$ cat config.mk
export PLATFORM = sky130hd
export DESIGN_NAME = health_tracker
export DESIGN_NICKNAME = d
export VERILOG_FILES = /design/src/rtl/health_tracker.sv
export SDC_FILE = /design/constraint.sdc
export NUM_CORES = 1
export LEC_CHECK = 0
export ABC_AREA = 0
export ABC_CLOCK_PERIOD_IN_PS = 1900
export BUFFER_PORTS_ARGS = -buffer_cell sky130_fd_sc_hd__buf_2
export CORE_MARGIN = 1.5
export CORE_UTILIZATION = 53
export CTS_BUF_LIST = sky130_fd_sc_hd__clkbuf_8
export DETAILED_ROUTE_END_ITERATION = 10
export GPL_TIMING_DRIVEN = 0
export PLACE_DENSITY = 0.77
export SLEW_MARGIN = 20
export SYNTH_ARGS = -nofsm -noshare
export SYNTH_HDL_FRONTEND = slang
export SYNTH_SLANG_ARGS = --single-unit
export TNS_END_PERCENT = 10
$ cat constraint.sdc
create_clock -name clk_in -period 1.9 [get_ports clk_in]
set_input_delay 0.38 -clock clk_in [delete_from_list [all_inputs] [get_ports clk_in]]
set_output_delay 0.38 -clock clk_in [all_outputs]
set_load 0.01 [all_outputs]
$ cat src/rtl/health_tracker.sv
// Per-fencer health state machine: sword hits -> 3-bit health for the health bar.
// Optional regeneration is built only when HEALTH_REGEN_EN is defined.
module health_tracker #(
  parameter int MAX_HEALTH    = 5,
  parameter int INVULN_FRAMES = 30
`ifdef HEALTH_REGEN_EN
  , parameter int REGEN_FRAMES = 120
`endif
) (
  input  logic       clk_in,
  input  logic       rst_in,
  input  logic       new_frame_in,
  input  logic       round_start_in,
  input  logic       hit_in,
  input  logic [2:0] damage_in,
  output logic [2:0] health_out,
  output logic       invuln_out,
  output logic       dead_out,
  output logic       hit_ack_out
);

  typedef enum logic [1:0] {ALIVE, INVULN, DEAD} state_t;

  localparam logic [2:0] FULL_HEALTH = 3'(MAX_HEALTH);
  localparam logic [7:0] INV_LOAD    = 8'(INVULN_FRAMES);

  state_t     state, state_nxt;
  logic [2:0] health_nxt;
  logic [7:0] inv_cnt, inv_cnt_nxt;
  logic       ack_nxt;

`ifdef HEALTH_REGEN_EN
  // The counter only ever holds 0..REGEN_FRAMES-1; the last frame produces the tick.
  localparam logic [9:0] REGEN_LAST = 10'(REGEN_FRAMES - 1);
  logic [9:0] regen_cnt, regen_cnt_nxt;
`endif

  always_ff @(posedge clk_in or posedge rst_in) begin
    if (rst_in) begin
      state       <= ALIVE;
      health_out  <= FULL_HEALTH;
      inv_cnt     <= '0;
      hit_ack_out <= 1'b0;
      invuln_out  <= 1'b0;
      dead_out    <= 1'b0;
`ifdef HEALTH_REGEN_EN
      regen_cnt   <= '0;
`endif
    end else begin
      state       <= state_nxt;
      health_out  <= health_nxt;
      inv_cnt     <= inv_cnt_nxt;
      hit_ack_out <= ack_nxt;
      invuln_out  <= (state_nxt == INVULN);
      dead_out    <= (state_nxt == DEAD);
`ifdef HEALTH_REGEN_EN
      regen_cnt   <= regen_cnt_nxt;
`endif
    end
  end

  always_comb begin
    state_nxt   = state;
    health_nxt  = health_out;
    inv_cnt_nxt = inv_cnt;
    ack_nxt     = 1'b0;
`ifdef HEALTH_REGEN_EN
    regen_cnt_nxt = regen_cnt;
`endif
    // Round restart overrides everything, including a hit in the same cycle.
    if (round_start_in) begin
      state_nxt   = ALIVE;
      health_nxt  = FULL_HEALTH;
      inv_cnt_nxt = '0;
`ifdef HEALTH_REGEN_EN
      regen_cnt_nxt = '0;
`endif
    end else begin
      case (state)
        ALIVE: begin
          if (hit_in && (damage_in != 3'd0)) begin
            ack_nxt = 1'b1;
`ifdef HEALTH_REGEN_EN
            regen_cnt_nxt = '0;
`endif
            if (damage_in >= health_out) begin
              health_nxt  = '0;
              inv_cnt_nxt = '0;
              state_nxt   = DEAD;
            end else begin
              health_nxt  = health_out - damage_in;
              inv_cnt_nxt = INV_LOAD;
              state_nxt   = INVULN;
            end
          end
`ifdef HEALTH_REGEN_EN
          else if (new_frame_in && (health_out < FULL_HEALTH)) begin
            if (regen_cnt == REGEN_LAST) begin
              health_nxt    = health_out + 3'd1;
              regen_cnt_nxt = '0;
            end else begin
              regen_cnt_nxt = regen_cnt + 10'd1;
            end
          end
`endif
        end
        INVULN: begin
          if (new_frame_in) begin
            if (inv_cnt <= 8'd1) begin
              inv_cnt_nxt = '0;
              state_nxt   = ALIVE;
            end else begin
              inv_cnt_nxt = inv_cnt - 8'd1;
            end
          end
        end
        DEAD: begin
          health_nxt = '0;
        end
        default: begin
          state_nxt = ALIVE;
        end
      endcase
    end
  end

endmodule

Yosys cells after proc, flatten, opt, wreduce, memory -nomap -nowiden
Index checks and enable logic that the tools add are counted.
{ "totals": {"register_bits": 16, "in_bits": 8, "output_inout_bits": 6, "wordCells": 42} }
{ "classes": {"n_addsub": 2, "magnitude_cmp": 2, "n_eq_ne": 6, "mux": 19, "reduce_logical": 7} }
{ "ops": {"columns": ["operator", "n"], "rows": [
  ["2-to-1 mux 8 bit", 4],
  ["case mux 8 bit (2 select lines)", 1],
  ["2-to-1 mux 2 bit", 5],
  ["2-to-1 mux 3 bit", 3],
  ["nonzero test 3 bit", 3],
  ["<= comparator 8 x 1 -> 1 bit (second input constant)", 1],
  ["subtractor 8 x 1 -> 8 bit (second input constant)", 1],
  ["inequality test 3 bit (second input constant)", 2],
  ["case mux 2 bit (3 select lines)", 1],
  ["case mux 3 bit (2 select lines)", 1],
  ["2-to-1 mux 5 bit", 1],
  ["equality test 2 x 1 -> 1 bit (second input constant)", 2],
  ["equality test 2 bit (second input constant)", 2],
  ["greater-or-equal comparator 3 bit", 1],
  ["2-to-1 mux 1 bit", 3],
  ["AND reduction 3 bit", 1],
  ["subtractor 3 bit", 1],
  ["zero test 2 bit", 1],
  ["AND reduction 2 bit", 1],
  ["logical AND 1 bit", 1]
]} }

Longest topological paths before layout
Gate-level depths: netlist (run 1).
{ "logic_depth": {"word_depth": 6, "depth_mapped": 6, "ltp_nobuf": 6} }

Worst setup path before layout (run 1)
OpenSTA, ideal clock, no wires.
{ "synth_timing": {"path_type": "register -> register", "start": "register inv_cnt[0]", "end": "register inv_cnt[6]", "setup_ps": 78, "arrival_ps": 1716, "required_ps": 1822, "path_slack_ps": 106, "stages_incl_launch_ff": 7, "path_buffers": 0, "synth_period_minus_slack_ps": 1794, "path_cell_list": "dfrtp_1 > inv_1 > ha_1 > or3b_4 > nor2_1 > or4b_1 > a21oi_1"} }
{ "synth_between": {"elab_chain_len": 5, "elab_cells_between_ends": 6, "classes_between": "1 x add/sub; 1 x order compare; 4 x mux"} }
{ "synth_lines": {"columns": ["element", "line", "text"], "rows": [
  ["start, declared", "29", "logic [7:0] inv_cnt, inv_cnt_nxt;"],
  ["start signal, assigned", "52", "inv_cnt <= inv_cnt_nxt;"],
  ["subtractor 8 x 1 -> 8 bit or <= comparator 8 x 1 -> 1 bit (tied branches)", "113, 109", null],
  ["2-to-1 mux 8 bit *", "109", "if (inv_cnt <= 8'd1) begin"],
  ["2-to-1 mux 8 bit *", "108", "if (new_frame_in) begin"],
  ["case mux 8 bit (2 select lines) *", "79", "case (state)"],
  ["2-to-1 mux 8 bit *", "71", "if (round_start_in) begin"]
]} }
Mark *: on every way between the ends. The rest lies on a longest branch, timed or not. The select of a mux whose other input is x is not followed.
A chain may end at the register's enable or synchronous reset.

Worst setup path after layout (run 1)
{ "layout_timing": {"start": "register inv_cnt[1]", "end": "register inv_cnt[6]"} }
Same word-level chain as after synthesis.

==> report_table.html, run 1 <==
<table>
<tr><th>Metric</th><th>Value</th></tr>
<tr><th colspan="2">Run status</th></tr>
<tr><td>Result of the run</td><td>completed</td></tr>
<tr><th colspan="2">Layout</th></tr>
<tr><td>ANT cells</td><td>0</td></tr>
<tr><td>Finished layout cell area</td><td>roughly 1200 sq um</td></tr>
<tr><td>Fraction of final layout cells with drive strength greater than 1</td><td>25.4%</td></tr>
<tr><td>Filler instances</td><td>between 150 and 200</td></tr>
<tr><td>Most frequent cells in the layout</td><td>sky130_fd_sc_hd__dfrtp_1 (14), sky130_fd_sc_hd__buf_2 (13), sky130_fd_sc_hd__a21oi_1 (11), sky130_fd_sc_hd__inv_1 (11), sky130_fd_sc_hd__nand2_1 (7)</td></tr>
<tr><td>Net count reported at finish</td><td>approximately 150</td></tr>
<tr><td>Non-filler cells, final</td><td>between 150 and 200</td></tr>
<tr><td>Most frequent standard cell in the layout excluding fill and tap cells</td><td>sky130_fd_sc_hd__dfrtp_1</td></tr>
<tr><td>Flip-flop and latch area</td><td>around 400 sq um</td></tr>
<tr><td>Area growth from synthesis to layout</td><td>17.9%</td></tr>
<tr><td>Area used by multi-input combinational logic</td><td>601 sq um</td></tr>
<tr><th colspan="2">Power</th></tr>
<tr><td>Power per unit of standard cell area</td><td>between 1000 and 1500 nW/um^2</td></tr>
<tr><td>Switching portion of total power</td><td>between 30% and 40%</td></tr>
<tr><td>Sw power</td><td>about 0.00050 W</td></tr>
<tr><td>Sequential group share of total power</td><td>approximately a third</td></tr>
<tr><td>Internal portion of total power</td><td>0.000826 W</td></tr>
<tr><td>Comb pwr share</td><td>42.1%</td></tr>
<tr><td>Static leakage</td><td>roughly 0.56 nW</td></tr>
<tr><td>Clk pwr share</td><td>22.9%</td></tr>
<tr><td>Maximum vdd ir drop</td><td>952 uV</td></tr>
<tr><th colspan="2">Setup path</th></tr>
<tr><td>Cell class contributing the biggest share of worst-path delay</td><td>simple AND/OR/NAND/NOR gates</td></tr>
<tr><td>Largest incremental delay on the critical path</td><td>around 0.47 ns</td></tr>
<tr><td>WP data required</td><td>approximately 2.1 ns</td></tr>
<tr><td>Maximum fanout along the worst path</td><td>5</td></tr>
<tr><td>Cell at the slowest stage of the critical path</td><td>sky130_fd_sc_hd__or4b_4</td></tr>
<tr><td>Sort of element at the start of the critical path</td><td>register</td></tr>
<tr><td>Critical path, cell by cell</td><td>inv_2 -&gt; ha_4 -&gt; or3b_4 -&gt; nor2_4 -&gt; or4b_4 -&gt; a21oi_2</td></tr>
<tr><td>Critical Path AT</td><td>slightly above 2 ns</td></tr>
<tr><td>Crit path buffers/inverters</td><td>1</td></tr>
<tr><td>Element type at the critical path end</td><td>register</td></tr>
<tr><td>Type of the worst setup path</td><td>register to register</td></tr>
<tr><th colspan="2">Timing</th></tr>
<tr><td>Total setup violations reported at the end of the flow</td><td>0</td></tr>
<tr><td>Slew Limit Headroom</td><td>60.9%</td></tr>
<tr><td>Final clock skew</td><td>around 0.0029 ns</td></tr>
<tr><td>Maximum clock frequency</td><td>around 0.53 GHz</td></tr>
<tr><td>Slew @ Worst Pin</td><td>approximately 0.59 ns</td></tr>
<tr><td>Clock period minus final worst setup slack</td><td>1.88 ns</td></tr>
<tr><td>Final hold violation count</td><td>0</td></tr>
<tr><td>Total Negative Setup Slacks</td><td>0 ns</td></tr>
<tr><td>Portion of the clock cycle consumed by the worst path in the final layout</td><td>between 90% and 100%</td></tr>
<tr><td>Pins over their slew limit</td><td>0</td></tr>
<tr><th colspan="2">Job</th></tr>
<tr><td>MaxCap Viol Count</td><td>0</td></tr>
<tr><th colspan="2">Logic synthesis</th></tr>
<tr><td>Yosys cell types</td><td>40</td></tr>
<tr><td>Portion of the post-synthesis area used by sequential elements</td><td>38.7%</td></tr>
<tr><td>Synthesis warning total</td><td>0</td></tr>
<tr><td>Number of instances in the synthesized netlist</td><td>113</td></tr>
<tr><td>Share of the synthesized area in the top cell type</td><td>between 30 and 40%</td></tr>
<tr><td>Average cell area after synthesis</td><td>between 9 and 10 sq um</td></tr>
<tr><td>Post-synth net total</td><td>about 130</td></tr>
<tr><td>Cells taking the most area after synthesis</td><td>sky130_fd_sc_hd__dfrtp_1 (34%), sky130_fd_sc_hd__ha_1 (6.0%), sky130_fd_sc_hd__a21oi_1 (5.8%), sky130_fd_sc_hd__dfstp_2 (5.1%), sky130_fd_sc_hd__inv_1 (4.7%)</td></tr>
<tr><td>Post-synthesis cell type with the largest combined area</td><td>sky130_fd_sc_hd__dfrtp_1</td></tr>
<tr><td>Total standard cell area after synthesis</td><td>1040 sq um</td></tr>
<tr><td>Number of flip-flops and latches in the synthesized netlist</td><td>16</td></tr>
<tr><th colspan="2">Routing</th></tr>
<tr><td>Routed wire length</td><td>between 2 and 2.5 mm</td></tr>
<tr><td>Highest layer used for signal routing</td><td>met4</td></tr>
<tr><td>Number of DRC markers after the initial detailed-route iteration</td><td>17</td></tr>
<tr><td>Detailed route wirelength on metal3</td><td>95 microns</td></tr>
<tr><td>Pre-antenna DRT Iters</td><td>4</td></tr>
<tr><td>Detailed-route DRC error count</td><td>0</td></tr>
<tr><td>Met1 layer wirelength in the final routing</td><td>between 1 and 1.5 mm</td></tr>
<tr><td>Detailed route wirelength on metal2</td><td>~1.1 mm</td></tr>
<tr><td>Drt via density</td><td>5.97</td></tr>
<tr><td>Average routed wire per standard cell</td><td>approximately 15 microns</td></tr>
<tr><td>Post-detailed-route count of antenna-violating nets</td><td>0</td></tr>
<tr><td>Via count</td><td>around 900</td></tr>
<tr><th colspan="2">Floorplan</th></tr>
<tr><td>Width of the chip</td><td>around 47 microns</td></tr>
<tr><td>I/O pin count</td><td>14</td></tr>
<tr><td>Total Die Area</td><td>2240 sq um</td></tr>
<tr><td>Initial core utilization</td><td>58.3%</td></tr>
<tr><td>Core area</td><td>between 1500 and 2000 sq um</td></tr>
<tr><td>Die Y-Extent</td><td>between 40 and 50 microns</td></tr>
<tr><td>Number of cell rows</td><td>15</td></tr>
<tr><th colspan="2">Place</th></tr>
<tr><td>Post-place instance area</td><td>around 1100 sq um</td></tr>
<tr><td>Placer congestion estimate</td><td>0.842</td></tr>
<tr><td>Post-detail-place hpwl</td><td>approximately 1.6 mm</td></tr>
<tr><td># placed instances</td><td>~150</td></tr>
<tr><td>PortBufs</td><td>13</td></tr>
<tr><th colspan="2">Clock network</th></tr>
<tr><td>Clock Path Buffers</td><td>2</td></tr>
<tr><td>Register clock-pin slew on the reported worst setup and hold paths</td><td>around 0.06 ns</td></tr>
<tr><td>CTS tree</td><td>yes</td></tr>
<tr><td>CTS Root Buffer Type</td><td>sky130_fd_sc_hd__clkbuf_8</td></tr>
<tr><td>Sinks on Clock Net</td><td>16</td></tr>
<tr><td>Clock buffer count from CTS</td><td>3</td></tr>
<tr><td>Clock latency on the worst-skew pair</td><td>~0.25 ns</td></tr>
<tr><td>Total number of H-tree levels</td><td>1</td></tr>
<tr><td>Hold buffers post-CTS</td><td>0</td></tr>
<tr><th colspan="2">GRT</th></tr>
<tr><td>Remaining global-route overflow</td><td>0</td></tr>
<tr><td>Via count of the first global-routing pass</td><td>860</td></tr>
<tr><td>Total global routing track utilization</td><td>23.8%</td></tr>
<tr><td>Wire length of the first global-routing pass</td><td>between 3 and 4 mm</td></tr>
<tr><td>Maximum number of pins on one net before global-route repair</td><td>17</td></tr>
<tr><td>Antenna violations before repair</td><td>0</td></tr>
<tr><th colspan="2">Min path</th></tr>
<tr><td>Tightest Hold Check Type</td><td>primary input to async pin</td></tr>
</table>
power groups by stage:
stage | clock network, W | registers [W] | logic (W)
2_1_floorplan | 0 | 0.000463 | 0.000374
3_3_place_gp | 0 | 0.000461 | 0.000481
5_1_grt | 0.000321 | 0.000475 | 0.000614
3_5_place_dp | 0 | 0.000464 | 0.000496
4_1_cts | 0.000311 | 0.000459 | 0.000512
6_report | 0.000303 | 0.000464 | 0.000556
layout make-up:
class	instances	share of cell area [%]
buffer	3	1.84
timing repair buffer	13	5.31
inverter	13	3.98
sequential	16	32.9
multi-input combinational	81	49.0
tap	25	2.55
clock buffer	4	4.49
state kept, by name (all words and copies together), names as in the netlist:
signal       flops
dead_out         1
health_out       3
hit_ack_out      1
inv_cnt          8
invuln_out       1
state            2
worst register-to-register path, cell delays in order (launching register included):
cell	delay, ns
sky130_fd_sc_hd__dfrtp_1	0.41
sky130_fd_sc_hd__inv_2	0.11
sky130_fd_sc_hd__ha_4	0.16
sky130_fd_sc_hd__or3b_4	0.42
sky130_fd_sc_hd__nor2_4	0.10
sky130_fd_sc_hd__or4b_4	0.47
sky130_fd_sc_hd__a21oi_2	0.13
synth_stat cells (all sizes together):
library cell / instances
a211oi: 1
a21boi: 1
a21oi: 12
a221oi: 2
a311oi: 2
a31oi: 3
a41oi: 1
and2: 2
and3b: 1
buf: 2
clkbuf: 1
dfrtp: 14
dfstp: 2
fa: 1
ha: 5
inv: 13
nand2: 7
nand2b: 1
nand3: 4
nand3b: 2
nand4b: 1
nor2: 6
nor3: 2
nor3b: 1
o211ai: 1
o21a: 2
o21ai: 6
o21bai: 1
o31a: 1
o31ai: 2
o32ai: 3
o41ai: 1
or2: 1
or3: 2
or3b: 1
or4: 3
or4b: 1
xor2: 1
through the flow:
step	setup slack, ns	total power [W]	hold WS [ns]	utilization (%)
final	0.0198	0.00132	0.177	68.8
after global routing	-0.0186	0.00141	0.244	68.8
after CTS	0.00293	0.00128	0.207	67.5
after detailed placement	-0.0556	0.000960	0.482	63.7
after global placement	-0.0445	0.000942	0.465	63.7
after floorplan	0.106	0.000837	0.292	-
kinds of logic after synthesis:
group,count (synthesis),synth area share [%]
and+or+nand+nor,35,20.5
buffers and inverters,16,6.86
DFF,16,38.7
adders and majority gates,6,7.94
AOI/OAI and AO/OA,39,25.2
xor gates and xnor gates,1,0.843
layer usage:
metal | vias to the layer above | track usage, %
met5 | - | 0
met4 | 0 | 9.44
met3 | 4 | 5.00
met2 | 23 | 36.2
met1 | 445 | 32.9
li1 | 453 | -
what timing repair did:
action,4_1_cts,5_1_grt
endpoints found under the setup margin,1,5
pin swaps,0,2
gates resized for setup,4,5
setup buffers,0,0
worst paths after layout:
kind / start / to / slack, ns / cells after the start
max: inv_cnt[1] / inv_cnt[6] / 0.02 / 6
min: rst_in / hit_ack_out / 0.18 / 2
max reg2reg: inv_cnt[1] / inv_cnt[6] / 0.02 / 6
min reg2reg: inv_cnt[1] / inv_cnt[1] / 0.55 / 2
max in group asynchronous: rst_in / inv_cnt[4] / 1.34 / 2
min in group clk_in: damage_in[0] / health_out[0] / 0.48 / 3
No activity file was read; power rests on OpenSTA's default activity.
==> run 2: changes to the inputs <==
- ABC_AREA: 0 -> 1
- CTS_CLUSTER_SIZE: not set -> 28
==> report_table.html, run 2 <==
<table>
<tr><th>Metric</th><th>Value</th></tr>
<tr><th colspan="2">Run status</th></tr>
<tr><td>Result of the run</td><td>completed (unchanged)</td></tr>
<tr><th colspan="2">Timing</th></tr>
<tr><td>Final hold violation count</td><td>0 (unchanged)</td></tr>
<tr><td>Total Negative Setup Slacks</td><td>0 ns (unchanged)</td></tr>
<tr><td>Total setup violations reported at the end of the flow</td><td>0 (unchanged)</td></tr>
<tr><td>Clock period minus final worst setup slack</td><td>1.67 ns (was 1.88 ns)</td></tr>
<tr><td>Pins over their slew limit</td><td>0 (unchanged)</td></tr>
<tr><td>Slew Limit Headroom</td><td>59.5% (was 60.9%)</td></tr>
<tr><td>Maximum clock frequency</td><td>0.599 GHz (was 0.532 GHz)</td></tr>
<tr><td>Slew @ Worst Pin</td><td>0.606 ns (was 0.585 ns)</td></tr>
<tr><td>RSZ-0062 raised after global routing</td><td>no</td></tr>
<tr><td>Portion of the clock cycle consumed by the worst path in the final layout</td><td>87.9% (was 99.0%)</td></tr>
<tr><td>Setup slack after layout</td><td>0.230 ns (was 0.0198 ns)</td></tr>
<tr><td>Final clock skew</td><td>0.00422 ns (was 0.00285 ns)</td></tr>
<tr><th colspan="2">Routing</th></tr>
<tr><td>Drt via density</td><td>4.97 (was 5.97)</td></tr>
<tr><td>Number of DRC markers after the initial detailed-route iteration</td><td>23 (was 17)</td></tr>
<tr><td>Routed wire length</td><td>2.02 mm (was 2.34 mm)</td></tr>
<tr><td>Post-detailed-route count of antenna-violating nets</td><td>0 (unchanged)</td></tr>
<tr><td>Detailed-route DRC error count</td><td>0 (unchanged)</td></tr>
<tr><td>Via count</td><td>945 (was 925)</td></tr>
<tr><td>Average routed wire per standard cell</td><td>10.6 microns (was 15.1 microns)</td></tr>
<tr><td>Pre-antenna DRT Iters</td><td>4 (unchanged)</td></tr>
<tr><th colspan="2">Logic synthesis</th></tr>
<tr><td>Number of synthesized flops with an enable pin</td><td>0 (unchanged)</td></tr>
<tr><td>Multiplexer fraction of the synthesized cell area</td><td>0% (unchanged)</td></tr>
<tr><td>Fraction of the mapped netlist area in compound gates</td><td>6.81% (was 25.2%)</td></tr>
<tr><td>Synth async-reset ratio</td><td>100% (unchanged)</td></tr>
<tr><td>Share of the synthesized area in the top cell type</td><td>33.5% (was 33.7%)</td></tr>
<tr><td>Post-synthesis cell type with the largest combined area</td><td>sky130_fd_sc_hd__dfrtp_1 (unchanged)</td></tr>
<tr><td>Yosys cell types</td><td>21 (was 40)</td></tr>
<tr><td>Arithmetic-cell share of the synthesized area counting full adders, half adders and majority gates</td><td>7.89% (was 7.94%)</td></tr>
<tr><td>Most frequently used flop master after synthesis</td><td>sky130_fd_sc_hd__dfrtp_1 (unchanged)</td></tr>
<tr><td>Xor and xnor fraction of the mapped netlist area</td><td>1.67% (was 0.842%)</td></tr>
<tr><td>Portion of the post-synthesis area used by sequential elements</td><td>38.5% (was 38.7%)</td></tr>
<tr><td>Number of flip-flops and latches in the synthesized netlist</td><td>16 (unchanged)</td></tr>
<tr><td>Average cell area after synthesis</td><td>7.08 sq um (was 9.20 sq um)</td></tr>
<tr><td>Synthesis warning total</td><td>0 (unchanged)</td></tr>
<tr><td>Simple-gate portion of the synthesized area</td><td>36.9% (was 20.5%)</td></tr>
<tr><td>Largest family of logic cells by synthesized area</td><td>simple AND/OR/NAND/NOR gates (was compound AO/OA/AOI/OAI gates)</td></tr>
<tr><td>Post-synth net total</td><td>162 (was 127)</td></tr>
<tr><td>Most frequent cell after synthesis</td><td>sky130_fd_sc_hd__nand2_1 (was sky130_fd_sc_hd__dfrtp_1)</td></tr>
<tr><td>Most numerous cell types in the synthesized netlist</td><td>sky130_fd_sc_hd__nand2_1 (51), sky130_fd_sc_hd__inv_1 (19), sky130_fd_sc_hd__dfrtp_1 (14), sky130_fd_sc_hd__nor2_1 (14), sky130_fd_sc_hd__nand3_1 (11) (was sky130_fd_sc_hd__dfrtp_1 (14), sky130_fd_sc_hd__inv_1 (13), sky130_fd_sc_hd__a21oi_1 (12), sky130_fd_sc_hd__nand2_1 (7))</td></tr>
<tr><td>Total standard cell area after synthesis</td><td>1050 sq um (was 1040 sq um)</td></tr>
<tr><td>Number of instances in the synthesized netlist</td><td>148 (was 113)</td></tr>
<tr><td>Cells taking the most area after synthesis</td><td>sky130_fd_sc_hd__dfrtp_1 (33%), sky130_fd_sc_hd__nand2_1 (18%), sky130_fd_sc_hd__inv_1 (6.8%), sky130_fd_sc_hd__ha_1 (6.0%), sky130_fd_sc_hd__nand3_1 (5.3%) (was sky130_fd_sc_hd__dfrtp_1 (34%), sky130_fd_sc_hd__ha_1 (6.0%), sky130_fd_sc_hd__a21oi_1 (5.8%), sky130_fd_sc_hd__dfstp_2 (5.1%), sky130_fd_sc_hd__inv_1 (4.7%))</td></tr>
<tr><th colspan="2">Layout</th></tr>
<tr><td>ANT cells</td><td>0 (unchanged)</td></tr>
<tr><td>Area growth from synthesis to layout</td><td>14.5% (was 17.9%)</td></tr>
<tr><td>Non-filler cells, final</td><td>190 (was 155)</td></tr>
<tr><td>Filler instances</td><td>145 (was 153)</td></tr>
<tr><td>Fraction of final layout cells with drive strength greater than 1</td><td>20.0% (was 25.4%)</td></tr>
<tr><td>Number of flip-flops under the largest register name</td><td>8 (unchanged)</td></tr>
<tr><td>Registers with the most flip-flops</td><td>inv_cnt x8, health_out x3, state x2 (unchanged)</td></tr>
<tr><td>Finished layout cell area</td><td>1200 sq um (was 1230 sq um)</td></tr>
<tr><td>Most frequent cells in the layout</td><td>sky130_fd_sc_hd__nand2_1 (51), sky130_fd_sc_hd__inv_1 (19), sky130_fd_sc_hd__nor2_1 (14), sky130_fd_sc_hd__dfrtp_1 (14), sky130_fd_sc_hd__buf_2 (13) (was sky130_fd_sc_hd__dfrtp_1 (14), sky130_fd_sc_hd__buf_2 (13), sky130_fd_sc_hd__a21oi_1 (11), sky130_fd_sc_hd__inv_1 (11), sky130_fd_sc_hd__nand2_1 (7))</td></tr>
<tr><td>Net count reported at finish</td><td>180 (was 145)</td></tr>
<tr><td>Most frequent standard cell in the layout excluding fill and tap cells</td><td>sky130_fd_sc_hd__nand2_1 (was sky130_fd_sc_hd__dfrtp_1)</td></tr>
<tr><td>Largest reg by FF count</td><td>inv_cnt (unchanged)</td></tr>
<tr><th colspan="2">Setup path</th></tr>
<tr><td>Cell depth of the worst flop-to-flop path</td><td>8 (was 6)</td></tr>
<tr><td>Critical Path AT</td><td>1.86 ns (was 2.06 ns)</td></tr>
<tr><td>Critical path, cell by cell</td><td>inv_1 -&gt; ha_1 -&gt; fa_1 -&gt; xnor2_1 -&gt; nand4_1 -&gt; nand2_1 -&gt; nand2_1 -&gt; nand2_1 (was inv_2 -&gt; ha_4 -&gt; or3b_4 -&gt; nor2_4 -&gt; or4b_4 -&gt; a21oi_2)</td></tr>
<tr><td>Cell class contributing the biggest share of worst-path delay</td><td>adder cells (was simple AND/OR/NAND/NOR gates)</td></tr>
<tr><td>R2R Path End</td><td>health_out[2] (was inv_cnt[6])</td></tr>
<tr><td>Maximum fanout along the worst path</td><td>2 (was 5)</td></tr>
<tr><td>Most prevalent standard cell on the critical path</td><td>sky130_fd_sc_hd__nand2_1</td></tr>
<tr><td>Slack of the worst reg-to-reg path</td><td>0.23 ns (was 0.02 ns)</td></tr>
<tr><td>Crit path buffers/inverters</td><td>1 (unchanged)</td></tr>
<tr><td>Sort of element at the start of the critical path</td><td>register (unchanged)</td></tr>
<tr><td>Largest incremental delay on the critical path</td><td>0.53 ns (was 0.47 ns)</td></tr>
<tr><td>Type of the worst setup path</td><td>register to register (unchanged)</td></tr>
<tr><td>Cell at the slowest stage of the critical path</td><td>sky130_fd_sc_hd__dfstp_2 (was sky130_fd_sc_hd__or4b_4)</td></tr>
<tr><td>WP data required</td><td>2.09 ns (was 2.08 ns)</td></tr>
<tr><td>Element type at the critical path end</td><td>register (unchanged)</td></tr>
<tr><td>Startpoint of the worst-slack reg-to-reg timing path</td><td>health_out[0] (was inv_cnt[1])</td></tr>
<tr><th colspan="2">Floorplan</th></tr>
<tr><td>Core area</td><td>1780 sq um (unchanged)</td></tr>
<tr><td>Width of the chip</td><td>47.5 microns (was 47.3 microns)</td></tr>
<tr><td>I/O pin count</td><td>14 (unchanged)</td></tr>
<tr><td>Die Y-Extent</td><td>47.5 microns (was 47.3 microns)</td></tr>
<tr><td>Number of cell rows</td><td>15 (unchanged)</td></tr>
<tr><td>Initial core utilization</td><td>58.7% (was 58.3%)</td></tr>
<tr><td>Total Die Area</td><td>2250 sq um (was 2240 sq um)</td></tr>
<tr><th colspan="2">Place</th></tr>
<tr><td>Setup slack at placement</td><td>0.262 ns (was -0.0556 ns)</td></tr>
<tr><td># placed instances</td><td>186 (was 151)</td></tr>
<tr><td>Post-detail-place hpwl</td><td>1.54 mm (was 1.64 mm)</td></tr>
<tr><td>Placer congestion estimate</td><td>0.820 (was 0.842)</td></tr>
<tr><td>Post-place instance area</td><td>1140 sq um (about the same)</td></tr>
<tr><td>PortBufs</td><td>13 (unchanged)</td></tr>
<tr><th colspan="2">Power</th></tr>
<tr><td>Switching portion of total power</td><td>43.0% (was 37.5%)</td></tr>
<tr><td>Power per unit of standard cell area</td><td>1330 nW/um^2 (was 1080 nW/um^2)</td></tr>
<tr><td>Sequential group share of total power</td><td>32.7% (was 35.1%)</td></tr>
<tr><td>Sw power</td><td>0.000683 W (was 0.000497 W)</td></tr>
<tr><td>Static leakage</td><td>0.694 nW (was 0.557 nW)</td></tr>
<tr><td>Final Total Pwr</td><td>0.00159 W (was 0.00132 W)</td></tr>
<tr><td>Internal portion of total power</td><td>0.000906 W (was 0.000826 W)</td></tr>
<tr><td>Maximum vdd ir drop</td><td>1000 uV (was 952 uV)</td></tr>
<tr><td>Clk pwr share</td><td>19.1% (was 22.9%)</td></tr>
<tr><td>Comb pwr share</td><td>48.3% (was 42.1%)</td></tr>
<tr><th colspan="2">Clock network</th></tr>
<tr><td>CTS Root Buffer Type</td><td>sky130_fd_sc_hd__clkbuf_8 (unchanged)</td></tr>
<tr><td>Sinks on Clock Net</td><td>16 (unchanged)</td></tr>
<tr><td>Hold buffers post-CTS</td><td>0 (unchanged)</td></tr>
<tr><td>Register clock-pin slew on the reported worst setup and hold paths</td><td>0.07 ns (was 0.06 ns)</td></tr>
<tr><td>Number of cells upsized or downsized after cts</td><td>0 (was 4)</td></tr>
<tr><td>Total number of H-tree levels</td><td>1 (unchanged)</td></tr>
<tr><td>Clock buffer count from CTS</td><td>3 (unchanged)</td></tr>
<tr><td>CTS tree</td><td>yes (unchanged)</td></tr>
<tr><td>Clock latency on the worst-skew pair</td><td>0.25 ns (about the same)</td></tr>
<tr><td>Clock Path Buffers</td><td>2 (unchanged)</td></tr>
<tr><td>Post-CTS setup buffer count</td><td>0 (unchanged)</td></tr>
<tr><th colspan="2">GRT</th></tr>
<tr><td>Antenna violations before repair</td><td>0 (unchanged)</td></tr>
<tr><td>Remaining global-route overflow</td><td>0 (unchanged)</td></tr>
<tr><td>Maximum number of pins on one net before global-route repair</td><td>17 (unchanged)</td></tr>
<tr><td>Total global routing track utilization</td><td>21.0% (was 23.8%)</td></tr>
<tr><td>Via count of the first global-routing pass</td><td>847 (was 860)</td></tr>
<tr><td>Wire length of the first global-routing pass</td><td>3.42 mm (was 3.69 mm)</td></tr>
<tr><th colspan="2">Job</th></tr>
<tr><td>MaxCap Viol Count</td><td>0 (unchanged)</td></tr>
<tr><th colspan="2">Min path</th></tr>
<tr><td>Tightest Hold Check Type</td><td>primary input to async pin (unchanged)</td></tr>
</table>
run 2: cell types whose count changed after synthesis, moves of 3 or more:
cell / before / now
sky130_fd_sc_hd__nand2_1: 7 / 51
sky130_fd_sc_hd__nor2_1: 6 / 14
sky130_fd_sc_hd__nand3_1: 4 / 11
sky130_fd_sc_hd__inv_1: 13 / 19
sky130_fd_sc_hd__a21oi_1: 12 / 8
sky130_fd_sc_hd__inv_2: 0 / 4
sky130_fd_sc_hd__nand2_2: 0 / 4
sky130_fd_sc_hd__a31oi_1: 3 / 0
sky130_fd_sc_hd__o21ai_0: 6 / 3
sky130_fd_sc_hd__o32ai_1: 3 / 0
sky130_fd_sc_hd__or4_1: 3 / 0
run 2: how the worst max path moves through the flow:
| stage | start | to | slack [ns] | depth (start not counted) |
|---|---|---|---|---|
| final | health_out[0] | health_out[2] | 0.23 | 8 |
| after global routing | health_out[0] | health_out[2] | 0.12 | 8 |
| after CTS | health_out[0] | health_out[2] | 0.24 | 8 |
| after detailed placement | health_out[0] | health_out[2] | 0.26 | 8 |
| after global placement | health_out[0] | health_out[2] | 0.29 | 8 |
| after floorplan | health_out[0] | health_out[2] | 0.33 | 8 |
run 2: power by group through the flow:
stage | clock, W | sequential (W) | combinational [W]
after global placement | 0 | 0.000522 | 0.000736
after CTS | 0.000309 | 0.000517 | 0.000763
after floorplan | 0 | 0.000525 | 0.000590
after detailed placement | 0 | 0.000523 | 0.000756
final | 0.000303 | 0.000519 | 0.000767
after global routing | 0.000322 | 0.000529 | 0.000887
run 2: routing by layer:
metal	up-vias	global-route usage [%]	part of all wire, %
met3	4	3.77	2.8
li1	495	-	-
met2	20	34.3	45
met4	0	6.67	0.94
met1	426	28.2	51
met5	-	0	0
run 2: layout make-up:
cell class	count	area, sq um	area share [%]
Multi-Input combinational cell	109	558	46.6
Sequential cell	16	403	33.6
Inverter	23	86.3	7.20
Timing Repair Buffer	13	65.1	5.43
Clock buffer	4	55.1	4.59
Tap cell	25	31.3	2.61
run 2: kinds of logic after synthesis:
| family | count (synthesis) |
|---|---|
| xor gates and xnor gates | 2 |
| AOI/OAI and AO/OA | 13 |
| DFF | 16 |
| buffers and inverters | 23 |
| adders and majority gates | 6 |
| and+or+nand+nor | 88 |
run 2: per-stage QoR:
stage	utilization (%)	hold slack (ns)
after floorplan	-	0.292
after global placement	64.1	0.468
after detailed placement	64.1	0.476
after CTS	67.2	0.207
after global routing	67.2	0.249
final	67.2	0.189
